==> config.mk <==
export PLATFORM = sky130hd
export DESIGN_NAME = cnn_frame_feeder
export DESIGN_NICKNAME = d
export VERILOG_FILES = /design/src/rtl/cnn_frame_feeder.sv
export SDC_FILE = /design/constraint.sdc
export NUM_CORES = 2
export LEC_CHECK = 0
export ABC_AREA = 1
export CAP_MARGIN = 20
export CELL_PAD_IN_SITES_DETAIL_PLACEMENT = 0
export CELL_PAD_IN_SITES_GLOBAL_PLACEMENT = 1
export CORE_MARGIN = 1.5
export CORE_UTILIZATION = 35
export CTS_CLUSTER_DIAMETER = 40
export DETAILED_ROUTE_END_ITERATION = 10
export GPL_ROUTABILITY_DRIVEN = 0
export PLACE_DENSITY = 0.54
export SLEW_MARGIN = 15
export SYNTH_ARGS = -nofsm -noshare
export SYNTH_HDL_FRONTEND = slang
export SYNTH_SLANG_ARGS = --single-unit
==> constraint.sdc <==
create_clock -name clk -period 10.4 [get_ports clk]
set_input_delay 1.04 -clock clk [delete_from_list [all_inputs] [get_ports clk]]
set_output_delay 1.04 -clock clk [all_outputs]
set_load 0.01 [all_outputs]
==> src/rtl/cnn_frame_feeder.sv <==
// rtl/cnn_frame_feeder.sv - host-side frame/weight feeder for the CNN top.
// Optional FEEDER_CHECKSUM_EN adds px_checksum, the modulo sum of transferred pixels.
module cnn_frame_feeder #(
  parameter int BitSize       = 32,
  parameter int ImageWidth    = 8,
  parameter int M_W_BitSize   = 8,
  parameter int MaxNumNerves  = 8,
  parameter int NumLayers     = 4,
  parameter int WordsPerLayer = 8,
  parameter int TimeoutCycles = 1024
) (
  input  logic                                         clk,
  input  logic                                         res_n,
  input  logic                                         host_px_we,
  input  logic [$clog2(ImageWidth*ImageWidth)-1:0]     host_px_addr,
  input  logic [BitSize-1:0]                           host_px_data,
  input  logic                                         host_w_we,
  input  logic [$clog2(NumLayers*WordsPerLayer)-1:0]   host_w_addr,
  input  logic [MaxNumNerves*M_W_BitSize-1:0]          host_w_data,
  input  logic                                         start,
  input  logic                                         cfg_load_w,
  input  logic                                         cnn_ready,
  input  logic                                         cnn_done,
  output logic                                         out_valid,
  output logic [BitSize-1:0]                           out_data,
  output logic [MaxNumNerves-1:0][M_W_BitSize-1:0]     out_weights,
  output logic [NumLayers-1:0]                         out_load_weights,
  output logic                                         busy,
  output logic                                         done,
  output logic                                         err_timeout
`ifdef FEEDER_CHECKSUM_EN
  , output logic [BitSize-1:0]                         px_checksum
`endif
);

  localparam int NumPixels = ImageWidth * ImageWidth;
  localparam int NumWords  = NumLayers * WordsPerLayer;
  localparam int PA  = $clog2(NumPixels);
  localparam int WA  = $clog2(NumWords);
  localparam int LA  = $clog2(NumLayers);
  localparam int WDA = $clog2(WordsPerLayer);
  localparam int TA  = $clog2(TimeoutCycles);
  localparam int WW  = MaxNumNerves * M_W_BitSize;

  typedef enum logic [1:0] {IDLE, LOAD_W, STREAM, WAIT_DONE} state_t;

  state_t               state_q;
  logic [BitSize-1:0]   pbuf [NumPixels];
  logic [WW-1:0]        wbuf [NumWords];
  logic [PA-1:0]        idx_q;
  logic [LA-1:0]        layer_q, layer_d;
  logic [WDA-1:0]       word_q, word_d;
  logic [TA-1:0]        timer_q;
  logic                 valid_q, busy_q, done_q, err_q;
  logic [BitSize-1:0]   data_q, px_next, px_first;
  logic [WW-1:0]        weights_q, w_next, w_first;
  logic [NumLayers-1:0] load_q;
`ifdef FEEDER_CHECKSUM_EN
  logic [BitSize-1:0]   csum_q;
  assign px_checksum = csum_q;
`endif

  assign out_valid        = valid_q;
  assign out_data         = data_q;
  assign out_weights      = weights_q;
  assign out_load_weights = load_q;
  assign busy             = busy_q;
  assign done             = done_q;
  assign err_timeout      = err_q;

  always_ff @(posedge clk) begin
    if (state_q == IDLE) begin
      if (host_px_we) pbuf[host_px_addr] <= host_px_data;
      if (host_w_we)  wbuf[host_w_addr]  <= host_w_data;
    end
  end

  // A host write landing on the start edge is forwarded so word/pixel 0 is never stale.
  always_comb begin
    layer_d = layer_q;
    word_d  = word_q + 1'b1;
    if (word_q == WDA'(WordsPerLayer - 1)) begin
      word_d  = '0;
      layer_d = layer_q + 1'b1;
    end
    w_next   = wbuf[WA'(int'(layer_d) * WordsPerLayer + int'(word_d))];
    px_next  = pbuf[idx_q + PA'(1)];
    px_first = (host_px_we && host_px_addr == '0) ? host_px_data : pbuf[0];
    w_first  = (host_w_we && host_w_addr == '0) ? host_w_data : wbuf[0];
  end

  always_ff @(posedge clk or negedge res_n) begin
    if (!res_n) begin
      state_q   <= IDLE;
      idx_q     <= '0;
      layer_q   <= '0;
      word_q    <= '0;
      timer_q   <= '0;
      valid_q   <= 1'b0;
      busy_q    <= 1'b0;
      done_q    <= 1'b0;
      err_q     <= 1'b0;
      data_q    <= '0;
      weights_q <= '0;
      load_q    <= '0;
`ifdef FEEDER_CHECKSUM_EN
      csum_q    <= '0;
`endif
    end else begin
      done_q <= 1'b0;
      case (state_q)
        IDLE: if (start) begin
          busy_q <= 1'b1;
          err_q  <= 1'b0;
`ifdef FEEDER_CHECKSUM_EN
          csum_q <= '0;
`endif
          if (cfg_load_w) begin
            state_q   <= LOAD_W;
            layer_q   <= '0;
            word_q    <= '0;
            weights_q <= w_first;
            load_q    <= NumLayers'(1);
          end else begin
            state_q <= STREAM;
            idx_q   <= '0;
            valid_q <= 1'b1;
            data_q  <= px_first;
          end
        end
        LOAD_W: begin
          if (layer_q == LA'(NumLayers - 1) && word_q == WDA'(WordsPerLayer - 1)) begin
            load_q  <= '0;
            state_q <= STREAM;
            idx_q   <= '0;
            valid_q <= 1'b1;
            data_q  <= pbuf[0];
          end else begin
            layer_q   <= layer_d;
            word_q    <= word_d;
            weights_q <= w_next;
            load_q    <= NumLayers'(1) << layer_d;
          end
        end
        STREAM: if (cnn_ready) begin
`ifdef FEEDER_CHECKSUM_EN
          csum_q <= csum_q + data_q;
`endif
          if (idx_q == PA'(NumPixels - 1)) begin
            valid_q <= 1'b0;
            state_q <= WAIT_DONE;
            timer_q <= '0;
          end else begin
            idx_q  <= idx_q + 1'b1;
            data_q <= px_next;
          end
        end
        WAIT_DONE: begin
          if (cnn_done) begin
            done_q  <= 1'b1;
            busy_q  <= 1'b0;
            state_q <= IDLE;
          end else if (timer_q == TA'(TimeoutCycles - 1)) begin
            err_q   <= 1'b1;
            busy_q  <= 1'b0;
            state_q <= IDLE;
          end else begin
            timer_q <= timer_q + 1'b1;
          end
        end
        default: state_q <= IDLE;
      endcase
    end
  end

endmodule

==> impl_metrics.json <==
{
  "grt_pass1_wl_um": 840000,
  "clk_pin_slew_worst_paths_ps": 60,
  "cts_buffer_depth": 4,
  "antenna_found_initial": 42,
  "grt_pass1_vias": 112000,
  "regToRegEndpoint": "out_weights[31]$_DFFE_PN0P_",
  "dr.pass1.iters": 7,
  "yosysTopAreaCellShare_pct": 72.3,
  "hold_path.class": "input pin to register",
  "drt_iter0_drc": 11800,
  "start_util_pct": 35.2,
  "whs_path_depth": 1,
  "cts_hold_buffers": 1,
  "clock.fmax_mhz": 176,
  "p_per_area_nw_per_um2": 266,
  "topRoutingLayerUsed": "met5",
  "grt_usage_pct": 23.5,
  "ys_types": 35,
  "io_buffers": 218,
  "drv_slew": 0,
  "power.leakage_uw": 0.0688,
  "cp.arrival_ps": 6710,
  "yosysWarnings": 0,
  "synthTopCellsByCount": "4096 x edfxtp_1, 3242 x nand2_1, 2080 x nand3_1, 1541 x nor2_1, 1026 x o21ai_0",
  "ir_drop_uv": 249,
  "dieWidth_um": 700,
  "synth_top_family_by_area": "simple AND/OR/NAND/NOR gates",
  "ys_seq_area_share_pct": 74.2,
  "coreArea_um2": 483000,
  "setup_viol": 0,
  "final_layout_size_suffix_gt1_share_pct": 10.4,
  "path_cells": "ha_4, ha_4, nor2_4, buf_12, buf_12, buf_12, buf_4, nor2_1, nor2_1, o21ai_0, o211ai_1, nand3_1, nand3_1, o21bai_1, nand2_1",
  "crit_required_ps": 11420,
  "avgViaCountPerCell": 5.47,
  "synth_edf_count": 4096,
  "cts.repair.resized": 0,
  "ant_nets": 0,
  "synth_mux_area_share_pct": 0,
  "wl_met2_um": 271000,
  "grt_max_degree": 227,
  "cts-root-buf": "clkbuf_16",
  "critPathSlowestCell": "buf_4",
  "fin_skew_ps": 59.7,
  "areaGrowthSynthToFinish_pct": 18.7,
  "insertion_delay_ps": 1110,
  "reg2reg_depth": 15,
  "crit_fanout": 226,
  "cts_num_sinks": 4223,
  "crit_path_start": "word_q[0]$_DFFE_PN0P_",
  "die_y_um": 700,
  "m1WireLength_um": 272000,
  "slowest_delay_ps": 900,
  "synthArstFlopShare_pct": 3.01,
  "dieArea_um2": 490000,
  "cts-htree-levels": 6,
  "synth_largest_area_cell": "edfxtp_1",
  "syn_avg_cell_area_um2": 12.1,
  "hp-start": "host_px_data[11]",
  "drcViolationCount": 0,
  "post-route-min-period_ps": 5690,
  "synth-seq-cells": 4223,
  "setup_tns_ps": 0,
  "max_slew.worst_pin.slew_ps": 1280,
  "critPathLaunchType": "register",
  "tritoncts": "built",
  "synthFlopType": "edfxtp_1",
  "fp-row-count": 255,
  "crit-reg2reg-launch": "word_q[0]$_DFFE_PN0P_",
  "synth_most_common_cell": "edfxtp_1",
  "crit_path_frequent_cell": "buf_12",
  "synthAdderAreaFrac_pct": 0.0736,
  "drv_cap": 0,
  "yosys.area_share.simple_pct": 16.8,
  "routed_wl_um": 594000,
  "io_pins": 219,
  "vias": 116000,
  "post-route-period-util_pct": 54.7,
  "reg2reg_slack_ps": 4710,
  "synth.area.top_cells": "edfxtp_1 72%, nand2_1 7.2%, nand3_1 6.1%, nor2_1 3.4%, o21ai_0 3.0%",
  "min_to": "pbuf[55][11]$_DFFE_PP_",
  "report.final.hold_viol_count": 0,
  "crit_type": "register to register",
  "wire_per_inst_um": 28.0,
  "max-slew-margin-rel_pct": 14.4,
  "wl_met3_um": 37600,
  "dp_hpwl_um": 287000,
  "synth-xor-area-share_pct": 0.0302,
  "synth_compound_area_share_pct": 6.25,
  "netlist_area_um2": 170000,
  "status": "completed",
  "cts_setup_buffers": 0,
  "grt_overflow_total": 0,
  "nNetsFinal": 14400,
  "synth_cells": 14000,
  "cts_buffers": 631,
  "rsz0062_at_grt": "no",
  "syn-num-nets": 14100,
  "holdWs_ps": 394,
  "cp-end-kind": "register"
}
## worst max-delay path by stage
stage,cells past startpoint,end
floorplan,7,wbuf[0][0]$_DFFE_PP_
global placement,15,out_weights[30]$_DFFE_PN0P_
detailed placement,15,out_weights[30]$_DFFE_PN0P_
CTS,15,out_weights[30]$_DFFE_PN0P_
global route,15,out_weights[30]$_DFFE_PN0P_
finish,15,out_weights[31]$_DFFE_PN0P_
## stage by stage
| step | setup WS (ps) | utilization (%) | cell area, um^2 | instances | power [uW] |
|---|---|---|---|---|---|
| finish | 4710 | 41.8 | 202000 | 21200 | 53700 |
| CTS | 4900 | 41.8 | 202000 | 21200 | 54200 |
| global route | 4420 | 41.8 | 202000 | 21200 | 56100 |
| global placement | 4960 | 37.2 | 180000 | 20000 | 32300 |
| floorplan | 5160 | - | 170000 | 14000 | 27300 |
| detailed placement | 4930 | 37.3 | 180000 | 20000 | 32300 |
## placed cells by master (no fill, tap or decap), types with 80 or more instances in the layout
cell type,n
dfrtp_1,126
nor2_1,1442
edfxtp_1,4096
clkbuf_16,642
o221ai_1,97
buf_4,281
o21ai_0,1025
bufinv_16,86
o211ai_1,396
nand2_1,3240
o21ai_1,183
clkbuf_1,80
clkdlybuf4s50_1,180
clkinv_2,90
nand3_1,2080
inv_1,109
nor2_4,103
## per-layer routing
layer	GRT usage [%]	vias to the layer above
li1	-	51000
met1	34.4	60000
met2	37.2	4207
met3	3.13	792
met4	5.52	8
met5	0	-
## cells by family (layout without fill, tap and decap cells)
kind of cell | count (synthesis) | in the layout
DFF | 4223 | 4223
and+or+nand+nor | 6897 | 6897
adders and majority gates | 10 | 10
xor gates and xnor gates | 5 | 5
buffers and inverters | 1065 | 1839
AOI/OAI and AO/OA | 1820 | 1820
other | 0 | 12
## final cells by class
| type | instances | area, um^2 |
|---|---|---|
| tap | 6425 | 8040 |
| timing repair buffer | 547 | 5020 |
| multi-input combinational | 8732 | 40300 |
| clock inverter | 436 | 5230 |
| antenna | 12 | 30.0 |
| inverter | 124 | 514 |
| fill | 44800 | 281000 |
| sequential | 4223 | 126000 |
| clock buffer | 732 | 16500 |
## critical path, delay by kind of cell (launching register included)
family / cells / cell delay (ps)
DFF: 1 / 450
buffers and inverters: 4 / 2970
AOI/OAI and AO/OA: 3 / 330
adders and majority gates: 2 / 390
and+or+nand+nor: 6 / 720
## registers in the layout (all words and copies together), names as in the netlist
register	cells
layer_q	2
out_load_weights	4
state_q	2
idx_q	6
busy	1
out_data	32
timer_q	10
word_q	3
out_valid	1
done	1
wbuf	2048
pbuf	2048
out_weights	64
err_timeout	1
## where the power goes
group          switching (uW)  internal, uW  total, uW  leakage (uW)
logic                    8970          3540      12500        0.0200
registers                 424         19000      19400        0.0384
clock network            8160         13600      21800        0.0105
Note: power is estimated with default switching activity, not from simulation.
